==> src/rtl/hazard_scoreboard_pkg.sv <==
// Shared definitions for the clocked hazard scoreboard: forwarding select
// encodings, Tuse/Tnew constants and the per-stage shadow record.
package hazard_scoreboard_pkg;

   localparam int REG_W  = 5;
   localparam int TIME_W = 2;

   // D-stage forwarding selects
   localparam logic [1:0] FWD_RF = 2'b00;
   localparam logic [1:0] FWD_E  = 2'b01;
   localparam logic [1:0] FWD_M  = 2'b10;
   localparam logic [1:0] FWD_W  = 2'b11;

   // E-stage forwarding selects
   localparam logic [1:0] FWDE_PIPE = 2'b00;
   localparam logic [1:0] FWDE_M    = 2'b01;
   localparam logic [1:0] FWDE_W    = 2'b10;

   localparam logic [TIME_W-1:0] T_BRANCH  = 2'd0;
   localparam logic [TIME_W-1:0] T_ALU     = 2'd1;
   localparam logic [TIME_W-1:0] T_STORE   = 2'd2;
   localparam logic [TIME_W-1:0] TNEW_LOAD = 2'd2;
   localparam logic [TIME_W-1:0] TNEW_ALU  = 2'd1;
   localparam logic [TIME_W-1:0] TNEW_LINK = 2'd0;

   typedef struct packed {
      logic [REG_W-1:0]  dst;
      logic [TIME_W-1:0] tnew;
      logic [REG_W-1:0]  rs;
      logic [REG_W-1:0]  rt;
      logic              md;
   } stage_t;

   localparam stage_t STAGE_BUBBLE = '{dst: {REG_W{1'b0}}, tnew: {TIME_W{1'b0}},
                                       rs: {REG_W{1'b0}}, rt: {REG_W{1'b0}}, md: 1'b0};

   // One pipeline step closer to producing the result, saturating at zero.
   function automatic logic [TIME_W-1:0] tnew_age(input logic [TIME_W-1:0] t);
      logic [TIME_W-1:0] r;
      if (t == {TIME_W{1'b0}}) r = {TIME_W{1'b0}};
      else                     r = t - {{(TIME_W-1){1'b0}}, 1'b1};
      return r;
   endfunction

endpackage

==> src/rtl/hazard_scoreboard_md_busy.sv <==
// HI/LO unit busy tracker: notes a mult/div entering E and counts down its latency.
module hazard_md_busy
   import hazard_scoreboard_pkg::*;
#(
   parameter int MULT_CYCLES = 5,
   parameter int DIV_CYCLES  = 10,
   parameter int CNT_W       = 4
) (
   input  logic clk,
   input  logic reset_n,
   input  logic issue,
   input  logic issue_div,
   output logic md_busy
);

   localparam logic [CNT_W-1:0] MULT_LOAD = CNT_W'(MULT_CYCLES);
   localparam logic [CNT_W-1:0] DIV_LOAD  = CNT_W'(DIV_CYCLES);
   localparam logic [CNT_W-1:0] CNT_ZERO  = {CNT_W{1'b0}};
   localparam logic [CNT_W-1:0] CNT_ONE   = {{(CNT_W-1){1'b0}}, 1'b1};

   logic             md_in_e_r;
   logic             div_e_r;
   logic [CNT_W-1:0] cnt_r;

   // E-stage md flag and the latency counter it loads
   always_ff @(posedge clk or negedge reset_n) begin
      if (!reset_n) begin
         md_in_e_r <= 1'b0;
         div_e_r   <= 1'b0;
         cnt_r     <= CNT_ZERO;
      end else begin
         md_in_e_r <= issue;
         div_e_r   <= issue & issue_div;
         if (md_in_e_r)             cnt_r <= div_e_r ? DIV_LOAD : MULT_LOAD;
         else if (cnt_r != CNT_ZERO) cnt_r <= cnt_r - CNT_ONE;
         else                        cnt_r <= cnt_r;
      end
   end

   assign md_busy = md_in_e_r | (cnt_r != CNT_ZERO);

endmodule

==> src/rtl/hazard_scoreboard.sv <==
// Clocked hazard unit for the 5-stage MIPS core: shadows E/M/W destinations and
// Tnew, and derives stall and forwarding selects from Tuse/Tnew comparison.
module hazard_scoreboard
   import hazard_scoreboard_pkg::*;
#(
   parameter int RA_W        = REG_W,
   parameter int T_W         = TIME_W,
   parameter int MULT_CYCLES = 5,
   parameter int DIV_CYCLES  = 10,
   parameter int CNT_W       = 4
) (
   input  logic            clk,
   input  logic            reset_n,
   input  logic [RA_W-1:0] rs_d,
   input  logic [RA_W-1:0] rt_d,
   input  logic [T_W-1:0]  tuse_rs_d,
   input  logic [T_W-1:0]  tuse_rt_d,
   input  logic            use_rs_d,
   input  logic            use_rt_d,
   input  logic [RA_W-1:0] dst_d,
   input  logic [T_W-1:0]  tnew_e_d,
   input  logic            md_op_d,
   input  logic            md_start_d,
   input  logic            md_div_d,
   output logic            stall,
   output logic [1:0]      fwd_rs_d,
   output logic [1:0]      fwd_rt_d,
   output logic [1:0]      fwd_rs_e,
   output logic [1:0]      fwd_rt_e,
   output logic            fwd_rt_m,
   output logic            md_busy
);

   localparam logic [RA_W-1:0] R0 = {RA_W{1'b0}};
   localparam logic [T_W-1:0]  T0 = {T_W{1'b0}};

   stage_t e_r, m_r, w_r, e_next_s;
   logic   haz_rs_s, haz_rt_s, stall_s, md_issue_s;
   logic   unused_s;

   // The youngest matching producer decides; an older match behind it is ignored.
   function automatic logic src_hazard(input logic [RA_W-1:0] r, input logic used,
                                       input logic [T_W-1:0] tuse, input stage_t e, input stage_t m);
      logic h;
      h = 1'b0;
      if (!used || r == R0)  h = 1'b0;
      else if (e.dst == r)   h = (e.tnew > tuse);
      else if (m.dst == r)   h = (m.tnew > tuse);
      else                   h = 1'b0;
      return h;
   endfunction

   function automatic logic [1:0] d_select(input logic [RA_W-1:0] r, input stage_t e,
                                           input stage_t m, input stage_t w);
      logic [1:0] f;
      f = FWD_RF;
      if (r == R0)         f = FWD_RF;
      else if (e.dst == r) f = (e.tnew == T0) ? FWD_E : FWD_RF;
      else if (m.dst == r) f = (m.tnew == T0) ? FWD_M : FWD_RF;
      else if (w.dst == r) f = (w.tnew == T0) ? FWD_W : FWD_RF;
      else                 f = FWD_RF;
      return f;
   endfunction

   function automatic logic [1:0] e_select(input logic [RA_W-1:0] r, input stage_t m, input stage_t w);
      logic [1:0] f;
      f = FWDE_PIPE;
      if (r == R0)         f = FWDE_PIPE;
      else if (m.dst == r) f = (m.tnew == T0) ? FWDE_M : FWDE_PIPE;
      else if (w.dst == r) f = (w.tnew == T0) ? FWDE_W : FWDE_PIPE;
      else                 f = FWDE_PIPE;
      return f;
   endfunction

   // Stall and forwarding selects, valid in the same cycle as the D inputs
   always_comb begin
      haz_rs_s = src_hazard(rs_d, use_rs_d, tuse_rs_d, e_r, m_r);
      haz_rt_s = src_hazard(rt_d, use_rt_d, tuse_rt_d, e_r, m_r);
      stall_s  = haz_rs_s | haz_rt_s | (md_op_d & md_busy);
      fwd_rs_d = d_select(rs_d, e_r, m_r, w_r);
      fwd_rt_d = d_select(rt_d, e_r, m_r, w_r);
      fwd_rs_e = e_select(e_r.rs, m_r, w_r);
      fwd_rt_e = e_select(e_r.rt, m_r, w_r);
      fwd_rt_m = (m_r.rt != R0) && (w_r.dst == m_r.rt);
   end

   assign stall      = stall_s;
   assign md_issue_s = md_start_d & ~stall_s;

   // Record entering E: the D instruction, or a bubble while stalled
   always_comb begin
      e_next_s = STAGE_BUBBLE;
      if (!stall_s) begin
         e_next_s.dst  = dst_d;
         e_next_s.tnew = tnew_e_d;
         e_next_s.rs   = use_rs_d ? rs_d : R0;
         e_next_s.rt   = use_rt_d ? rt_d : R0;
         e_next_s.md   = md_start_d;
      end else begin
         e_next_s = STAGE_BUBBLE;
      end
   end

   // Shadow pipeline E -> M -> W; Tnew ages by one per stage and is zero in W
   always_ff @(posedge clk or negedge reset_n) begin
      if (!reset_n) begin
         e_r <= STAGE_BUBBLE;
         m_r <= STAGE_BUBBLE;
         w_r <= STAGE_BUBBLE;
      end else begin
         e_r <= e_next_s;
         m_r <= '{dst: e_r.dst, tnew: tnew_age(e_r.tnew), rs: e_r.rs, rt: e_r.rt, md: e_r.md};
         w_r <= '{dst: m_r.dst, tnew: T0, rs: m_r.rs, rt: m_r.rt, md: m_r.md};
      end
   end

   // Record fields carried for completeness but not consumed by any select
   assign unused_s = ^{e_r.md, m_r.rs, m_r.md, w_r.rs, w_r.rt, w_r.md};

   hazard_md_busy #(
      .MULT_CYCLES(MULT_CYCLES),
      .DIV_CYCLES (DIV_CYCLES),
      .CNT_W      (CNT_W)
   ) u_md_busy (
      .clk      (clk),
      .reset_n  (reset_n),
      .issue    (md_issue_s),
      .issue_div(md_div_d),
      .md_busy  (md_busy)
   );

endmodule

==> config.mk <==
export PLATFORM = sky130hd
export DESIGN_NAME = hazard_scoreboard
export DESIGN_NICKNAME = d
export VERILOG_FILES = /design/src/rtl/hazard_scoreboard_pkg.sv /design/src/rtl/hazard_scoreboard_md_busy.sv /design/src/rtl/hazard_scoreboard.sv
export SDC_FILE = /design/constraint.sdc
export NUM_CORES = 1
export LEC_CHECK = 0
export BUFFER_PORTS_ARGS = -buffer_cell sky130_fd_sc_hd__buf_2
export CORE_MARGIN = 2
export CORE_UTILIZATION = 57
export CTS_CLUSTER_DIAMETER = 60
export DETAILED_ROUTE_END_ITERATION = 12
export PLACE_DENSITY = 0.8
export SLEW_MARGIN = 40
export SYNTH_ARGS = -nofsm -noshare
export SYNTH_HDL_FRONTEND = slang
export SYNTH_SLANG_ARGS = --single-unit
==> constraint.sdc <==
create_clock -name clk -period 3 [get_ports clk]
set_input_delay 0.6 -clock clk [delete_from_list [all_inputs] [get_ports clk]]
set_output_delay 0.6 -clock clk [all_outputs]
set_load 0.01 [all_outputs]
==> results.yml <==
sta:
  setup_violations: 0
  finalCritPeriodShare_pct: 96.5
  rsz0062_at_grt: "no"
  max_slew_headroom_pct: 67.1
  slew_viol_final: 0
  number_of_endpoints_with_negative_hold_slack_in_the_final_report: 0
  final.setup.tns_ps: 0
  finClkSkew_ps: 4.83
  worst-slew-pin-transition_ps: 493
  min_period_ps: 2890
  achievable_clock_frequency_ghz: 0.345
finish:
  layout.area.seq_mm2: 0.00100
  insertedDiodeCount: 0
  area_growth_syn_to_layout_pct: 12.5
  multi_input_area_mm2: 0.00142
  final_layout_size_suffix_gt1_share_pct: 25.1
  post_layout_instance_area_mm2: 0.00289
  fillers: 363
  layout.nets: 329
floorplanning:
  chipHeight_um: 71.1
  starting_density_of_the_core_pct: 59.0
  placeableCoreArea_mm2: 0.00435
  die_area_mm2: 0.00506
  placement_rows: 24
  io-pin-count: 39
  chipWidth_um: 71.1
clock_tree:
  holdBufCountCts: 0
  clkSinkCount: 40
  ctsRootBufferMaster: "clkbuf_8"
  cts_tree: "yes"
  number_of_buffers_inserted_by_post_cts_setup_repair: 0
  h_tree_depth: 2
  cts_resized: 0
  number_of_cts_inserted_buffers: 5
  path_clk_slew_ps: 70
  worst_skew_pair.late_latency_ps: 300
  clock_path_buffers: 2
worst_setup_path:
  critPathMaxFanout: 3
  cp_slowest_stage_delay_ps: 550
  crit_path_end_kind: "primary output"
  crit_end: "stall"
  worst_r2r_startpoint: "m_r[14]"
  cpLargestDelayFamily: "simple AND/OR/NAND/NOR gates"
  regToRegSetupSlack_ps: 1020
  timing.rr.end: "e_r[6]"
  element_type_at_the_critical_path_start: "input port"
  timing.critical_path.slowest_stage_cell: "or4_4"
  cp_num_cells: 7
  ff2ff_path_depth: 6
  chain_of_cells_forming_the_critical_path: "buf_2 > or4_4 > o21ai_2 > a211oi_1 > and3_4 > or4_1 > buf_2"
  critical_path.most_common_cell: "buf_2"
  worst_ep_arrival_time_ps: 2290
  timing.critical_path.required_ps: 2400
  critPathKind: "input port to primary output"
  path_buf_inv: 2
  worst_setup_path_startpoint: "rt_d[1]"
min_path:
  min_path_type: "input port to async pin"
place:
  dpl-instance-area_mm2: 0.00280
  place_congestion: 0.850
  post-dp-hpwl_um: 4140
  placement.io_buffers: 38
pwr:
  seq_power_share_pct: 46.2
  sw_frac_of_total_pct: 32.3
  p_clk_share_pct: 25.4
  vdd.ir_drop.worst_uv: 313
  share_comb_of_total_power_pct: 28.4
  power.internal_mw: 1.03
  leakage_power_summed_over_all_cells_nw: 1.32
  finalPower_mw: 1.52
  power-per-cell-area_mw_per_mm2: 525
  power.switching_mw: 0.490
global_routing:
  grt_usage_pct: 25.3
  grt_pass1_wl_um: 9810
  grt_overflow_total: 0
  pin_count_of_the_biggest_net_entering_global_routing: 41
  grt_antenna_before_repair: 0
  grt_pass1_vias: 1992
synthesis:
  synth_common_cells: "dfrtp_1 (40), xnor2_1 (29), xor2_1 (27)"
  synth.distinct_cells: 40
  synth.yosys.seq_area_share_pct: 38.9
  synth_area_mm2: 0.00257
  synth_top_area_cell: "dfrtp_1"
  synth-edff-count: 0
  synth.yosys.warnings: 0
  mappedNetlistNets: 295
  synthTopCellsByArea: "dfrtp_1 (39%), xnor2_1 (9.9%), xor2_1 (9.2%)"
  synth_flop_cell: "dfrtp_1"
  synthesis.area_per_instance_um2: 10.0
  synth_async_sr_flop_share_pct: 100
  yosysMostFrequentCell: "dfrtp_1"
  postSynthCellCount: 257
  synth_seq_cells: 40
  yosys.area.top_type_share_pct: 38.9
routing:
  wirelength_um: 5620
  routedWlPerCell_um: 16.4
  avgViaCountPerCell: 5.77
  detail_route.iter0.violations: 76
  detailroute.via_count: 1980
  ant_nets: 0
  first_pass_iters: 4
  drc: 0
status:
  outcome: "finished clean"
run:
  timing.max_cap.violations: 0
-- area by class of cell --
| type | count | share of cell area [%] |
|---|---|---|
| timing repair buffer | 49 | 9.52 |
| sequential | 40 | 34.6 |
| tap | 52 | 2.25 |
| clock buffer | 7 | 3.33 |
| inverter | 8 | 1.04 |
| multi-input combinational | 187 | 49.2 |
-- per-stage QoR --
step | hold slack [ps] | setup WS [ps] | util (%) | std cells
after floorplan | 304 | 343 | - | 257
after global placement | 435 | 129 | 64.1 | 336
after detailed placement | 441 | 125 | 64.2 | 336
after CTS | 279 | 120 | 66.4 | 343
after global routing | 301 | 7.97 | 66.4 | 343
final | 266 | 105 | 66.4 | 343
-- worst min-delay path by stage --
stage,startpoint,to,slack (ps),depth (start not counted)
after CTS,reset_n,m_r[4],280,1
after floorplan,reset_n,e_r[10],300,0
after detailed placement,e_r[16],m_r[16],440,0
after global placement,e_r[13],m_r[13],440,0
final,reset_n,m_r[4],270,1
after global routing,reset_n,m_r[4],300,1
-- per-layer routing --
layer | share of wire (%) | global-route usage, % | vias up
met1 | 44 | 34.6 | 963
met5 | 0 | 0 | -
met2 | 51 | 40.3 | 35
li1 | - | - | 976
met4 | 1.5 | 8.18 | 0
met3 | 3.2 | 5.27 | 6
-- logic make-up after synthesis --
family	count (synthesis)	share of synthesized area [%]
multiplexers	2	0.779
AND/OR/NAND/NOR	81	20.8
adder cells (fa/ha/maj)	10	4.87
AO/OA/AOI/OAI	38	9.64
XOR/XNOR	56	19.1
buffers and inverters	30	5.89
flip-flops	40	38.9
-- flip-flops by register name, summed over array words and instances, names as in the netlist --
signal / cells
e_r: 17
m_r: 12
w_r: 5
u_md_busy.cnt_r: 4
u_md_busy.div_e_r: 1
u_md_busy.md_in_e_r: 1
-- placed cells by master, fill, tap and decap left out, types with 3 or more instances in the layout --
cell type,instances
dfrtp_1,40
buf_2,37
xnor2_1,29
xor2_1,27
nor4_1,14
nor2_1,12
o211ai_1,12
buf_4,12
o21ai_0,11
nor3_1,10
ha_1,10
nand3_1,9
nor4_2,9
inv_1,8
nand2_1,7
a21oi_1,7
clkbuf_8,7
or4_1,3
nor2b_1,3
-- worst register-to-register path: cells and delay by family (launching register included) --
kind	cells	cell delay [ps]
buf+inv	1	350
simple gates	4	840
xor+xnor	1	180
flops	1	480
-- power groups by stage --
stage          registers [mW]  clock network (mW)  logic (mW)
2_1_floorplan           0.674                   0       0.344
3_3_place_gp            0.710                   0       0.421
3_5_place_dp            0.713                   0       0.433
4_1_cts                 0.702               0.390       0.435
5_1_grt                 0.714               0.420       0.493
6_report                0.701               0.386       0.431
Note: power is estimated with default switching activity, not from simulation.
